### src/rtl/dmem_responder.sv
// Data-memory responder: word RAM plus an I/O page with cycle counter, console FIFO and TOHOST.
// Optional store-alignment checking with a sticky misalign output is enabled by MISALIGN_CHECK_EN.
module dmem_responder #(
   parameter int          DEPTH_LOG2      = 6,
   parameter int          FIFO_DEPTH_LOG2 = 3,
   parameter logic [31:0] IO_BASE         = 32'hFFFF_FF00
) (
   input  logic        clk,
   input  logic        reset,
   input  logic        memwrite,
   input  logic [31:0] addr,
   input  logic [31:0] writedata,
   output logic [31:0] readdata,
   output logic        tx_valid,
   input  logic        tx_ready,
   output logic [7:0]  tx_data,
   output logic        done,
   output logic [31:0] exit_code
`ifdef MISALIGN_CHECK_EN
   ,
   output logic        misalign
`endif
);

   localparam logic [FIFO_DEPTH_LOG2:0] FIFO_FULL = {1'b1, {FIFO_DEPTH_LOG2{1'b0}}};

   logic [31:0]                mem [2**DEPTH_LOG2];
   logic [7:0]                 fifo_mem [2**FIFO_DEPTH_LOG2];
   logic [FIFO_DEPTH_LOG2-1:0] wr_ptr, rd_ptr;
   logic [FIFO_DEPTH_LOG2:0]   count;
   logic                       overflow;
   logic [31:0]                cycle_cnt;

   logic io_sel, store_ok, ram_we, push, push_acc, pop, full, empty;

   assign io_sel = (addr[31:8] == IO_BASE[31:8]);

`ifdef MISALIGN_CHECK_EN
   assign store_ok = memwrite & ~reset & (addr[1:0] == 2'b00);
`else
   logic unused_addr_lsbs;
   assign unused_addr_lsbs = ^addr[1:0];
   assign store_ok = memwrite & ~reset;
`endif

   assign ram_we   = store_ok & ~io_sel;
   assign full     = (count == FIFO_FULL);
   assign empty    = (count == '0);
   assign push     = store_ok & io_sel & (addr[7:2] == 6'h01);
   assign pop      = tx_valid & tx_ready;
   // A full FIFO still accepts a byte when the head leaves in the same cycle.
   assign push_acc = push & (~full | pop);
   assign tx_valid = ~empty;
   assign tx_data  = fifo_mem[rd_ptr];

   always_comb begin
      readdata = mem[addr[DEPTH_LOG2+1:2]];
      if (io_sel) begin
         case (addr[7:2])
            6'h00:   readdata = cycle_cnt;
            6'h01:   readdata = {overflow, 15'b0, {(7-FIFO_DEPTH_LOG2){1'b0}}, count,
                                 6'b0, empty, full};
            6'h02:   readdata = exit_code;
            default: readdata = 32'h0;
         endcase
      end
   end

   // Storage arrays carry data only and are never cleared.
   always_ff @(posedge clk) begin
      if (ram_we)
         mem[addr[DEPTH_LOG2+1:2]] <= writedata;
      if (push_acc)
         fifo_mem[wr_ptr] <= writedata[7:0];
   end

   always_ff @(posedge clk) begin
      if (reset) begin
         cycle_cnt <= 32'h0;
         wr_ptr    <= '0;
         rd_ptr    <= '0;
         count     <= '0;
         overflow  <= 1'b0;
         done      <= 1'b0;
         exit_code <= 32'h0;
      end else begin
         cycle_cnt <= cycle_cnt + 32'd1;
         if (push_acc)
            wr_ptr <= wr_ptr + 1'b1;
         if (pop)
            rd_ptr <= rd_ptr + 1'b1;
         case ({push_acc, pop})
            2'b10:   count <= count + 1'b1;
            2'b01:   count <= count - 1'b1;
            default: count <= count;
         endcase
         if (push & ~push_acc)
            overflow <= 1'b1;
         if (store_ok & io_sel & (addr[7:2] == 6'h02)) begin
            done      <= 1'b1;
            exit_code <= writedata;
         end
      end
   end

`ifdef MISALIGN_CHECK_EN
   always_ff @(posedge clk) begin
      if (reset)
         misalign <= 1'b0;
      else if (memwrite & (addr[1:0] != 2'b00))
         misalign <= 1'b1;
   end
`endif

endmodule

### config.mk
export PLATFORM = sky130hd
export DESIGN_NAME = dmem_responder
export DESIGN_NICKNAME = d
export VERILOG_FILES = /design/src/rtl/dmem_responder.sv
export SDC_FILE = /design/constraint.sdc
export NUM_CORES = 2
export LEC_CHECK = 0
export CORE_ASPECT_RATIO = 1.75
export CORE_MARGIN = 2
export CORE_UTILIZATION = 25
export DETAILED_ROUTE_END_ITERATION = 8
export PLACE_DENSITY = 0.38
export SYNTH_ARGS = -nofsm -noshare
export SYNTH_HDL_FRONTEND = slang
export SYNTH_SLANG_ARGS = --single-unit
### constraint.sdc
create_clock -name clk -period 9.2 [get_ports clk]
set_input_delay 1.84 -clock clk [delete_from_list [all_inputs] [get_ports clk]]
set_output_delay 1.84 -clock clk [all_outputs]
set_load 0.01 [all_outputs]
==> impl_metrics.csv <==
group,metric,value,unit
outcome,status,"finished clean",
synthesis,yosysWarnings,0,
timing,fin_skew,0.0184,ns
pwr,totalPowerFinal,21.3,mW
timing,drv_slew,0,
timing,max_freq,121,MHz
cts,clkTransAtPathRegs,0.07,ns
setup_path,cp.depth,10,
hold_path,min_path_type,"flop to flop",
timing,layout_min_cycle_time,8.28,ns
final_layout,finalNonFillerCells,9569,
placement,hpwlAfterDp,220000,um
global_routing,antenna_found_initial,19,
synthesis,synth_cells,4629,
final_layout,nNetsFinal,5048,
synthesis,syn-cell-area,85200,um2
route,first_pass_iters,5,
pwr,p_per_area,212,nW/um2
setup_path,crit_family,"buffers and inverters",
route,remaining_drc_errors,0,
floorplan,dieArea,346000,um2
cts,cts-resized-gates,0,
setup_path,cp_max_fo,10,
setup_path,critPathSlowestCell,"nor2_1",
timing,fin_crit_sh,90.0,%
route,postRouteAntennaNets,0,
setup_path,arrival,6.44,ns
final_layout,fillers,33400,
final_layout,regArea,65000,um2
timing,final-setup-viol-count,0,
final_layout,area_growth,17.7,%
cts,hold_buffers,0,
global_routing,grt_max_degree,79,
setup_path,crit_path_start_kind,"input port",
route,drt-total-wl,348000,um
placement,routabilityCongestion,0.821,
timing,hold_viol,0,
pwr,max-vdd-ir-drop,0.136,mV
global_routing,grt_pass1_wl,461000,um
synthesis,ys_seq_area_share,76.3,%
cts,root_buffer,"clkbuf_16",
setup_path,worst_path_largest_cell_delay,0.96,ns
synthesis,yosys_register_bits,2191,
timing,setup_tns,0,ns
placement,dp_slack,0.877,ns
synthesis,synth_fp_nets,4701,
global_routing,overflow,0,
placement,numPortBuffers,139,
route,via_per_inst,5.07,
floorplan,die_h,776,um
cts,htree_levels,4,
setup_path,cp.buffers_inverters,4,
final_layout,drive_gt1_share,21.6,%
synthesis,synth-async-reset-ratio,0,%
route,avgRoutedWirePerCell,36.4,um
cts,cts_tree,"yes",
timing,whs,0.484,ns
floorplan,core-area,339000,um2
setup_path,cp-end-kind,"output pin",
setup_path,crit_type,"input port to output pin",
global_routing,grt_pass1_vias,48500,
setup_path,rr_worst_depth,6,
pwr,leakage,31.1,nW
cts,post-cts-setup-buffer-count,0,
floorplan,die_w,445,um
synthesis,synth_ff_type,"edfxtp_1",
floorplan,fp-row-count,283,
global_routing,grt_usage,19.7,%
setup_path,crit_path_cell_trace,"clkdlybuf4s50_1 > nand3_2 > nor2_1 > a22oi_1 > o21ai_0 > buf_4 > nor3_1 > a31oi_1 > buf_4 > clkdlybuf4s50_1",
placement,dpl.cell_count,9183,
route,vias,48600,
cts,clk_latency,0.89,ns
final_layout,multi_input_area,18900,um2
timing,setup_ws,0.919,ns
cts,clockBufferDepth,4,
setup_path,required,7.36,ns
timing,max_slew_margin,9.52,%
floorplan,io_pins,142,
synthesis,synth_edf_count,2112,
cts,clock-sinks,2191,
synthesis,synthDistinctLibCells,82,
floorplan,start_util,25.1,%
hold_path,holdPathStages,2,
route,drt_iter0_drc,4715,
synthesis,avgSynthCellArea,18.4,um2
cts,numCtsBuffers,208,
timing,worstMarginPinSlew,1.35,ns
run,maxCapViolations,0,
timing,rsz0062_at_grt,"no",
[placed cells by master, fill, tap and decap left out, drive strengths merged, types with 12 or more instances in the layout]
cell           instances
a211oi                20
a21oi                147
a221o                 48
a221oi               200
a222oi                13
a22o                  42
a22oi                154
a31oi                 29
and2                  12
and3                  14
buf                  360
bufinv                24
clkbuf               257
clkdlybuf4s50        100
clkinv                86
dfxtp                 79
diode                 12
edfxtp              2112
inv                   12
mux2                 147
mux2i                225
mux4                 196
nand2                185
nand3                 47
nand4                 14
nor2                 173
nor3                  25
o21ai                 92
o221ai                17
o22ai                102
o2bb2ai               19
or3                   13
xnor2                 15
xor2                  14
[worst paths after layout]
path | startpoint | to | slack (ns)
worst max-delay path | addr[7] | readdata[31] | 0.92
worst min-delay path | exit_code[2]$_SDFFE_PP0P_ | exit_code[2]$_SDFFE_PP0P_ | 0.48
worst max register to register | cycle_cnt[9]$_SDFF_PP0_ | cycle_cnt[31]$_SDFF_PP0_ | 6.58
worst min register to register | exit_code[2]$_SDFFE_PP0P_ | exit_code[2]$_SDFFE_PP0P_ | 0.48
[logic make-up (layout without fill, tap and decap cells)]
family                     count (synthesis)  in the layout  share of synthesized area [%]
and+or+nand+nor                          546            546                           3.01
adders and majority gates                  4              4                         0.0588
AOI/OAI and AO/OA                        959            959                           8.31
muxes                                    568            568                           9.79
other                                      0             12                              0
DFF                                     2191           2191                           76.3
buffers and inverters                    332            843                           2.21
xor gates and xnor gates                  29             29                          0.298
[registers in the layout (all words and copies together) (netlist names), named ones only]
register   count
count          4
cycle_cnt     32
done           1
exit_code     32
fifo_mem      64
mem         2048
overflow       1
rd_ptr         3
wr_ptr         3
[report_power, final]
group | leakage [nW] | total [mW] | switching, mW | internal (mW)
Combinational | 8.23 | 1.50 | 1.03 | 0.468
Sequential | 19.6 | 11.0 | 0.0191 | 11.0
Clock | 3.25 | 8.80 | 3.92 | 4.88
Total | 31.1 | 21.3 | 4.97 | 16.3
[final cells by class]
type	count	area share (%)
Antenna cell	12	0.0299
Timing Repair Buffer	460	4.09
Clock buffer	257	5.46
Sequential cell	2191	64.8
Tap cell	4417	5.51
Inverter	9	0.0437
Clock inverter	117	1.16
Multi-Input combinational cell	2106	18.9
[worst reg2reg max path, delay by kind of cell (launching register included)]
kind	cells	cell delay (ns)
DFF	1	0.44
xor gates and xnor gates	1	0.17
and+or+nand+nor	5	1.86
[through the flow]
stage,cell area [um2],utilization [%]
3_3_place_gp,93600,27.6
3_5_place_dp,93600,27.6
4_1_cts,100000,29.5
2_1_floorplan,85200,-
6_report,100000,29.6
5_1_grt,100000,29.6
[synthesized netlist by cell type, drive strengths merged (5+ instances only)]
cell type / number / area (um2)
o21a: 5 / 37.5
nor3: 25 / 151
xnor2: 15 / 131
o22a: 10 / 87.6
a31oi: 29 / 181
mux2: 147 / 1670
edfxtp: 2112 / 63400
nor4: 9 / 62.6
o2111ai: 8 / 70.1
a2111oi: 8 / 88.8
nand2b: 10 / 62.6
buf: 214 / 1440
and4: 5 / 43.8
a211oi: 20 / 155
inv: 9 / 33.8
a221oi: 200 / 1780
or3: 13 / 81.3
or2: 8 / 50.1
o211ai: 6 / 45.0
o221ai: 17 / 149
and2: 12 / 75.1
a2bb2oi: 5 / 43.8
nor2b: 11 / 76.3
a32oi: 5 / 43.8
nor3b: 7 / 72.6
o22ai: 102 / 638
xor2: 14 / 123
nor2: 173 / 654
nand4: 14 / 103
o2bb2ai: 19 / 166
nand2: 185 / 697
o21ai: 92 / 460
nand3: 47 / 235
o31a: 5 / 43.8
dfxtp: 79 / 1580
a22o: 42 / 368
mux4: 196 / 4410
mux2i: 225 / 2250
clkbuf: 109 / 410
and3: 14 / 87.6
a22oi: 154 / 1160
a21oi: 147 / 736
a222oi: 13 / 130
a221o: 48 / 480
[metal layers]
metal	global-route usage, %	wire length, um
met1	23.3	135000
met2	36.4	186000
met5	0	42
met4	7.23	13200
met3	2.07	14100
No activity file was read; power rests on OpenSTA's default activity.
